File: config.mk
export PLATFORM = sky130hd
export DESIGN_NAME = rst_seq_wdog
export DESIGN_NICKNAME = d
export VERILOG_FILES = /design/src/rtl/rst_seq_wdog.sv
export SDC_FILE = /design/constraint.sdc
export NUM_CORES = 1
export LEC_CHECK = 0
export CELL_PAD_IN_SITES_DETAIL_PLACEMENT = 1
export CELL_PAD_IN_SITES_GLOBAL_PLACEMENT = 2
export CORE_ASPECT_RATIO = 1.25
export CORE_MARGIN = 3
export CORE_UTILIZATION = 38
export CTS_CLUSTER_DIAMETER = 80
export CTS_CLUSTER_SIZE = 14
export DETAILED_ROUTE_END_ITERATION = 6
export PLACE_DENSITY_LB_ADDON = 0.08
export SYNTH_ARGS = -nofsm -noshare
export SYNTH_HDL_FRONTEND = slang
export SYNTH_SLANG_ARGS = --single-unit
File: constraint.sdc
create_clock -name sys_clk -period 3 [get_ports sys_clk]
set_input_delay 0.6 -clock sys_clk [delete_from_list [all_inputs] [get_ports sys_clk]]
set_output_delay 0.6 -clock sys_clk [all_outputs]
set_load 0.02 [all_outputs]
File: src/rtl/rst_seq_wdog.sv
// rtl/rst_seq_wdog.sv - reset sequencer with DDR calibration watchdog and staggered channel release
//
// Holds the DDR controller in reset, supervises calibration with a bounded
// number of attempts, then releases NUM_CH downstream reset domains in index
// order, one every STAGE_DLY cycles.
//
// Ports:
//   sys_clk       single clock
//   sys_rst_n     asynchronous active-low reset
//   pll_locked    async PLL lock, synchronised to lock_s
//   calc_done     async DDR calibration done, synchronised to done_s
//   soft_rst_req  sys_clk-synchronous single-cycle request to re-run the sequence
//   rst_ddr_n     DDR controller reset, active-low
//   rst_ch_n      downstream resets, active-low, released in index order
//   seq_ready     high while the sequence is complete (RUN)
//   calib_fail    high once all calibration attempts are exhausted (FAIL)
//   retry_cnt     failed calibration attempts in the current sequence
module rst_seq_wdog #(
  parameter int NUM_CH      = 3,
  parameter int STAGE_DLY   = 16,
  parameter int DDR_RST_CYC = 4096,
  parameter int WDOG_WIDTH  = 26,
  parameter int MAX_RETRY   = 3,
  parameter int SYNC_STAGES = 2,
  localparam int RW         = $clog2(MAX_RETRY + 1)
) (
  input  logic              sys_clk,
  input  logic              sys_rst_n,
  input  logic              pll_locked,
  input  logic              calc_done,
  input  logic              soft_rst_req,
  output logic              rst_ddr_n,
  output logic [NUM_CH-1:0] rst_ch_n,
  output logic              seq_ready,
  output logic              calib_fail,
  output logic [RW-1:0]     retry_cnt
);

  localparam int DW = $clog2(DDR_RST_CYC + 1);
  localparam int SW = $clog2(STAGE_DLY + 1);

  localparam logic [DW-1:0] DDR_LAST   = DW'(DDR_RST_CYC - 1);
  localparam logic [SW-1:0] STG_LAST   = SW'(STAGE_DLY - 1);
  localparam logic [RW-1:0] RETRY_MAX  = RW'(MAX_RETRY);
  localparam logic [RW-1:0] RETRY_LAST = RW'(MAX_RETRY - 1);

  typedef enum logic [2:0] {
    ST_WAIT_LOCK,
    ST_DDR_RST,
    ST_CALIB,
    ST_RELEASE,
    ST_RUN,
    ST_FAIL
  } state_t;

  state_t                  state;
  logic [SYNC_STAGES-1:0]  lock_sync;
  logic [SYNC_STAGES-1:0]  done_sync;
  logic                    lock_s;
  logic                    done_s;
  logic [DW-1:0]           ddr_cnt;
  logic [WDOG_WIDTH-1:0]   wdog_cnt;
  logic [SW-1:0]           stage_cnt;
  logic [NUM_CH-1:0]       ch_next;

  always_ff @(posedge sys_clk or negedge sys_rst_n) begin
    if (!sys_rst_n) begin
      lock_sync <= '0;
      done_sync <= '0;
    end else begin
      lock_sync <= {lock_sync[SYNC_STAGES-2:0], pll_locked};
      done_sync <= {done_sync[SYNC_STAGES-2:0], calc_done};
    end
  end

  assign lock_s = lock_sync[SYNC_STAGES-1];
  assign done_s = done_sync[SYNC_STAGES-1];

  // Channels release strictly in index order, so the released set is always
  // a run of ones from bit 0; shifting in a one releases the next channel.
  assign ch_next = (rst_ch_n << 1) | NUM_CH'(1);

  always_ff @(posedge sys_clk or negedge sys_rst_n) begin
    if (!sys_rst_n) begin
      state      <= ST_WAIT_LOCK;
      rst_ddr_n  <= 1'b0;
      rst_ch_n   <= '0;
      seq_ready  <= 1'b0;
      calib_fail <= 1'b0;
      retry_cnt  <= '0;
      ddr_cnt    <= '0;
      wdog_cnt   <= '0;
      stage_cnt  <= '0;
    end else if (state != ST_WAIT_LOCK && !lock_s) begin
      // Lock loss outranks a coincident soft request.
      state      <= ST_WAIT_LOCK;
      rst_ddr_n  <= 1'b0;
      rst_ch_n   <= '0;
      seq_ready  <= 1'b0;
      calib_fail <= 1'b0;
      retry_cnt  <= '0;
    end else if (state != ST_WAIT_LOCK && soft_rst_req) begin
      state      <= ST_DDR_RST;
      rst_ddr_n  <= 1'b0;
      rst_ch_n   <= '0;
      seq_ready  <= 1'b0;
      calib_fail <= 1'b0;
      retry_cnt  <= '0;
      ddr_cnt    <= '0;
    end else begin
      case (state)
        ST_WAIT_LOCK: begin
          if (lock_s) begin
            state   <= ST_DDR_RST;
            ddr_cnt <= '0;
          end
        end

        ST_DDR_RST: begin
          if (ddr_cnt == DDR_LAST) begin
            state     <= ST_CALIB;
            rst_ddr_n <= 1'b1;
            wdog_cnt  <= '0;
          end else begin
            ddr_cnt <= ddr_cnt + DW'(1);
          end
        end

        ST_CALIB: begin
          // done_s is tested first so a done arriving on the expiry cycle wins.
          if (done_s) begin
            state     <= ST_RELEASE;
            stage_cnt <= '0;
          end else if (&wdog_cnt) begin
            rst_ddr_n <= 1'b0;
            ddr_cnt   <= '0;
            if (retry_cnt != RETRY_MAX) begin
              retry_cnt <= retry_cnt + RW'(1);
            end
            if (retry_cnt == RETRY_LAST) begin
              state      <= ST_FAIL;
              calib_fail <= 1'b1;
            end else begin
              state <= ST_DDR_RST;
            end
          end else begin
            wdog_cnt <= wdog_cnt + WDOG_WIDTH'(1);
          end
        end

        ST_RELEASE: begin
          if (!done_s) begin
            state     <= ST_DDR_RST;
            rst_ddr_n <= 1'b0;
            rst_ch_n  <= '0;
            ddr_cnt   <= '0;
          end else if (stage_cnt == STG_LAST) begin
            stage_cnt <= '0;
            rst_ch_n  <= ch_next;
            // seq_ready follows one cycle later, from the RUN state itself.
            if (&ch_next) begin
              state <= ST_RUN;
            end
          end else begin
            stage_cnt <= stage_cnt + SW'(1);
          end
        end

        ST_RUN: begin
          if (!done_s) begin
            state     <= ST_DDR_RST;
            rst_ddr_n <= 1'b0;
            rst_ch_n  <= '0;
            seq_ready <= 1'b0;
            retry_cnt <= '0;
            ddr_cnt   <= '0;
          end else begin
            seq_ready <= 1'b1;
          end
        end

        ST_FAIL: begin
          // Held until lock loss, soft request or reset.
        end

        default: begin
          state <= ST_WAIT_LOCK;
        end
      endcase
    end
  end

endmodule

**Yosys cells after proc, flatten, opt, wreduce, memory -nomap -nowiden**

Index checks and enable logic that the tools add are counted.
W data, S select, Z words.

- Bitwise logic cells: 2
- Add/subtract/negate cells: 4
- Reduce and logical (&&, ||, !) cells: 26
- Eq/ne operators: 31
- Multiplexer cells: 57

Operators with widths:

| kind | count |
|---|---|
| $mux W13 | 6 |
| $mux W26 | 3 |
| $pmux W13 S4 | 1 |
| $pmux W26 S2 | 1 |
| $mux W3 | 16 |
| $add A26 B1 Y26 const B | 1 |
| $reduce_and A26 Y1 | 1 |
| $ne A4 B4 Y1 const B | 6 |
| $pmux W3 S6 | 1 |
| $mux W1 | 16 |
| $mux W5 | 3 |
| $ne A3 B3 Y1 const B | 5 |
| $ne A5 B5 Y1 const B | 3 |
| $reduce_and A5 Y1 | 3 |
| $reduce_bool A3 Y1 | 5 |
| $reduce_and A7 Y1 | 2 |
| $add A13 B1 Y13 const B | 1 |
| $eq A13 B12 Y1 const B | 1 |
| $mux W2 | 6 |
| $ne A2 B2 Y1 const B | 6 |
| $pmux W5 S2 | 1 |
| $reduce_bool A5 Y1 | 2 |
| $reduce_bool A4 Y1 | 2 |
| $eq A3 B2 Y1 const B | 2 |
| 22 further kinds | 26 |

- Register bits: 59
- Bits of input ports: 5
- Output and inout port bits: 8
- Word-level logic and storage cells: 131

**Logic depth before layout (Yosys ltp)**

- Depth after elaboration: 7
- Depth in mapped cells: 8
- Gate-level depth less buffers: 7

**Worst setup path before layout**

Ideal clock, no wire load.

- Path type: reg-to-reg
- Start: register ddr_cnt[0]
- End: register state[0]
- Required time: 2.872 ns
- Path buffers: 0
- Arrival: 1.964 ns
- Clock period less this slack: 2.091 ns
- Setup time: 0.128 ns
- Stages on the path, launching flop included: 8
- Path slack: 0.909 ns
- Cell sequence: dfrtp_1 -> ha_1 -> nand4_1 -> or4_4 -> o21ai_1 -> and3_2 -> o21ai_1 -> mux2_1

- Word-level cells in the longest chain between the ends: 3

RTL lines:

| item | line | source |
|---|---|---|
| start, declared | 61 | `logic [DW-1:0] ddr_cnt;` |
| start signal, assigned | 125 | `ddr_cnt <= ddr_cnt + DW'(1);` |
| $eq A13 B12 Y1 | 120 | `if (ddr_cnt == DDR_LAST) begin` |
| $ne A4 B4 Y1 (no source line) | -- |  |
| $reduce_and A7 Y1 (no source line) | -- |  |
| end signal, assigned | 114 | `state <= ST_DDR_RST;` |
| end signal, assigned | 121 | `state <= ST_CALIB;` |
| end signal, assigned | 132 | `state <= ST_RELEASE;` |
| end, declared | 56 | `state_t state;` |

No other way between the ends.
A chain may end at the register's enable or synchronous reset.

**Worst setup path after layout**

- Start: register wdog_cnt[0]
- End: register retry_cnt[1]

- Word-level cells in the longest chain between the ends: 3

RTL lines:

| item | line | source |
|---|---|---|
| start, declared | 62 | `logic [WDOG_WIDTH-1:0] wdog_cnt;` |
| start signal, assigned | 147 | `wdog_cnt <= wdog_cnt + WDOG_WIDTH'(1);` |
| $reduce_and A26 Y1 | 134 | `end else if (&wdog_cnt) begin` |
| $ne A4 B4 Y1 (no source line) | -- |  |
| $reduce_and A5 Y1 (no source line) | -- |  |
| end signal, assigned | 138 | `retry_cnt <= retry_cnt + RW'(1);` |
| end, declared | 36 | `output logic [RW-1:0] retry_cnt` |

No other way between the ends.

==> results.py <==
metrics = {
    "layout": {
        "fin_nets": 403,
        "final_common_cell": "dfrtp_1",
        "nFillCells": 1030,
        "diodes": 0,
        "final_layout_size_suffix_gt1_share_pct": 10.58,
        "syn2layout_area_growth_pct": 12.24,
        "regArea_sq_um": 1476,
        "multi_input_area_sq_um": 1753,
        "layout_common_cells": "59 x dfrtp_1, 50 x nor2_1, 37 x nand2_1",
    },
    "setup_path": {
        "worstReg2RegStart": "wdog_cnt[0]",
        "worst-setup-path-type": "flip-flop to flip-flop",
        "cp-start-kind": "flip-flop",
        "cp_max_fo": 5,
        "arrival_ps": 2620,
        "startpoint": "wdog_cnt[0]",
        "cp.required_ps": 3230,
        "reg2reg_depth": 6,
        "endpoint_kind": "flip-flop",
    },
    "drt": {
        "dr.first_iter.drc_count": 100,
        "drc": 0,
        "viasPerCell": 5.447,
        "wire_per_inst_um": 15.86,
        "dr.pass1.iters": 5,
        "wl_um": 8153,
        "vias": 2800,
        "ant_nets": 0,
    },
    "floorplanning": {
        "fp-row-count": 37,
        "io_pins": 13,
        "dieWidth_um": 90.02,
        "die_h_um": 111.0,
        "initial_core_util_pct": 39.80,
        "core_area_sq_um": 8426,
        "die-area_sq_um": 9994,
    },
    "yosys": {
        "avgSynthCellArea_sq_um": 8.894,
        "synth_cell_types": 64,
        "yosysWarnings": 0,
        "async_reset_ff_share_pct": 100.0,
        "yosysSeqAreaShare_pct": 44.03,
        "ys_seq_elements": 59,
        "synth_ff_type": "dfrtp_1",
        "synth_edf_count": 0,
        "syn-cell-area_sq_um": 3353,
        "synth.net_count": 387,
        "syn_inst": 377,
    },
    "clock_tree": {
        "cts_tree": "done",
        "ctsHoldBuffers": 0,
        "cts_setup_buffers": 0,
        "clockBufferDepth": 2,
        "cts_sinks": 59,
        "cts.htree.levels": 3,
        "cts_resized": 0,
        "cts_buffers": 9,
        "root_buffer": "clkbuf_8",
        "clk_latency_ps": 350,
        "clk_pin_slew_ps": 70,
    },
    "grt": {
        "gr-total-overflow": 0,
        "grt_pass1_wl_um": 14410,
        "antenna_found_initial": 0,
        "grt_max_degree": 29,
        "grt_pass1_vias": 2929,
        "grt_usage_pct": 17.56,
    },
    "power_and_ir_drop": {
        "leakage_nw": 1.601,
        "power_mw": 2.215,
        "peakVddDrop_v": 0.0002200,
        "pwr_density_cell_nw_per_um2": 588.4,
    },
    "timing": {
        "slew_violations": 0,
        "fmaxAchievable_mhz": 418.7,
        "timing.slew.headroom_pct": 58.51,
        "tns_ps": 0,
        "period_share_pct": 79.62,
        "rsz0062_at_grt": "false",
        "clock_skew_ps": 6.676,
        "finalSetupViolCount": 0,
        "hold_viol": 0,
        "min_period_ps": 2389,
        "whs_ps": 58.84,
        "setup_ws_ps": 611.4,
        "tightest_slew_ps": 617.5,
    },
    "placement": {
        "place.gp.congestion": 0.7227,
        "portBuffers": 12,
        "hpwl_um": 5869,
        "dp_slack_ps": 335.2,
    },
    "min_path": {
        "hold_path_class": "primary input to asynchronous set/reset pin",
    },
    "job": {
        "max-cap-violations": 0,
    },
    "status": {
        "outcome": "completed",
    },
}
==> per-stage QoR <==
| stage | utilization, % | instances | cell area [sq um] |
|---|---|---|---|
| finish | 44.67 | 514 | 3764 |
| global route | 44.67 | 514 | 3764 |
| detailed placement | 42.77 | 499 | 3603 |
| global placement | 42.77 | 499 | 3603 |
| CTS | 44.67 | 514 | 3764 |
| floorplan | - | 377 | 3353 |
==> synth_stat cells (2+ instances only) <==
| cell type | count | area (sq um) |
|---|---|---|
| nand2_1 | 37 | 138.9 |
| xnor2_1 | 4 | 35.03 |
| ha_1 | 5 | 62.56 |
| a21oi_1 | 13 | 65.06 |
| o221ai_1 | 2 | 17.52 |
| mux2_1 | 3 | 33.78 |
| nor3_1 | 10 | 50.05 |
| nand2b_1 | 4 | 25.02 |
| nand3_1 | 25 | 125.1 |
| and3_1 | 9 | 56.30 |
| o21ai_1 | 6 | 30.03 |
| o31ai_1 | 7 | 52.55 |
| buf_2 | 5 | 25.02 |
| and4_1 | 3 | 26.28 |
| o21a_1 | 2 | 15.01 |
| or4_1 | 2 | 15.01 |
| nor2_1 | 50 | 187.7 |
| dfrtp_1 | 59 | 1476 |
| or3_1 | 4 | 25.02 |
| o41ai_1 | 2 | 17.52 |
| nand4_1 | 12 | 75.07 |
| nor2b_1 | 9 | 56.30 |
| o21ai_0 | 25 | 125.1 |
| a31oi_1 | 2 | 12.51 |
| inv_1 | 12 | 45.04 |
| and3_2 | 2 | 15.01 |
| xor2_1 | 12 | 105.1 |
| nand3b_1 | 2 | 15.01 |
| or3b_1 | 2 | 17.52 |
| clkbuf_1 | 8 | 30.03 |
| nor3b_1 | 4 | 30.03 |
| o21ai_2 | 3 | 26.28 |
==> critical path: stages (launching register included) <==
cell and delay [ps]:
dfrtp_1 410, ha_1 220, nand4_1 220, nor4_4 380
nand3_1 300, a311oi_2 400, mux2_1 350
==> area by class of cell <==
class	instances	area share, %
multi-input combinational	290	46.58
sequential	59	39.23
clock buffer	12	3.856
tap	117	3.890
inverter	12	1.197
timing repair buffer	21	4.854
clock inverter	3	0.3989
==> sequential cells by signal, indices dropped and copies added (netlist names), 2 cells and up <==
signal	count
lock_sync	2
wdog_cnt	26
stage_cnt	5
ddr_cnt	13
done_sync	2
rst_ch_n	3
retry_cnt	2
state	3
==> per-layer routing <==
metal | share of wire (%) | routed length (um) | track usage [%] | vias to the layer above
met4 | 1.7 | 138 | 6.639 | 0
met3 | 2.3 | 189 | 3.530 | 13
li1 | - | - | - | 1386
met1 | 45 | 3702 | 21.35 | 1370
met2 | 51 | 4123 | 30.46 | 31
met5 | 0 | 0 | 0 | -
==> cell families after synthesis <==
| group | after synthesis | synth area share (%) |
|---|---|---|
| xor gates and xnor gates | 16 | 4.179 |
| and+or+nand+nor | 185 | 28.95 |
| AOI/OAI and AO/OA | 79 | 15.63 |
| adders and majority gates | 6 | 2.164 |
| muxes | 4 | 1.343 |
| DFF | 59 | 44.03 |
| buffers and inverters | 28 | 3.694 |
==> power breakdown <==
| group | leakage, nW | total, mW | internal, mW | switching (mW) |
|---|---|---|---|---|
| sequential | 0.801 | 0.960 | 0.865 | 0.0953 |
| combinational | 0.714 | 0.618 | 0.243 | 0.375 |
| clock | 0.0860 | 0.636 | 0.314 | 0.322 |
==> path summary, 6_finish.rpt <==
path	endpoint	slack, ps
max	retry_cnt[1]	610
max reg2reg	retry_cnt[1]	610
max in group asynchronous	wdog_cnt[7]	2340
min in group sys_clk	done_sync[1]	360
min	stage_cnt[3]	60
min reg2reg	done_sync[1]	360
(Power assumes the default switching activity.)
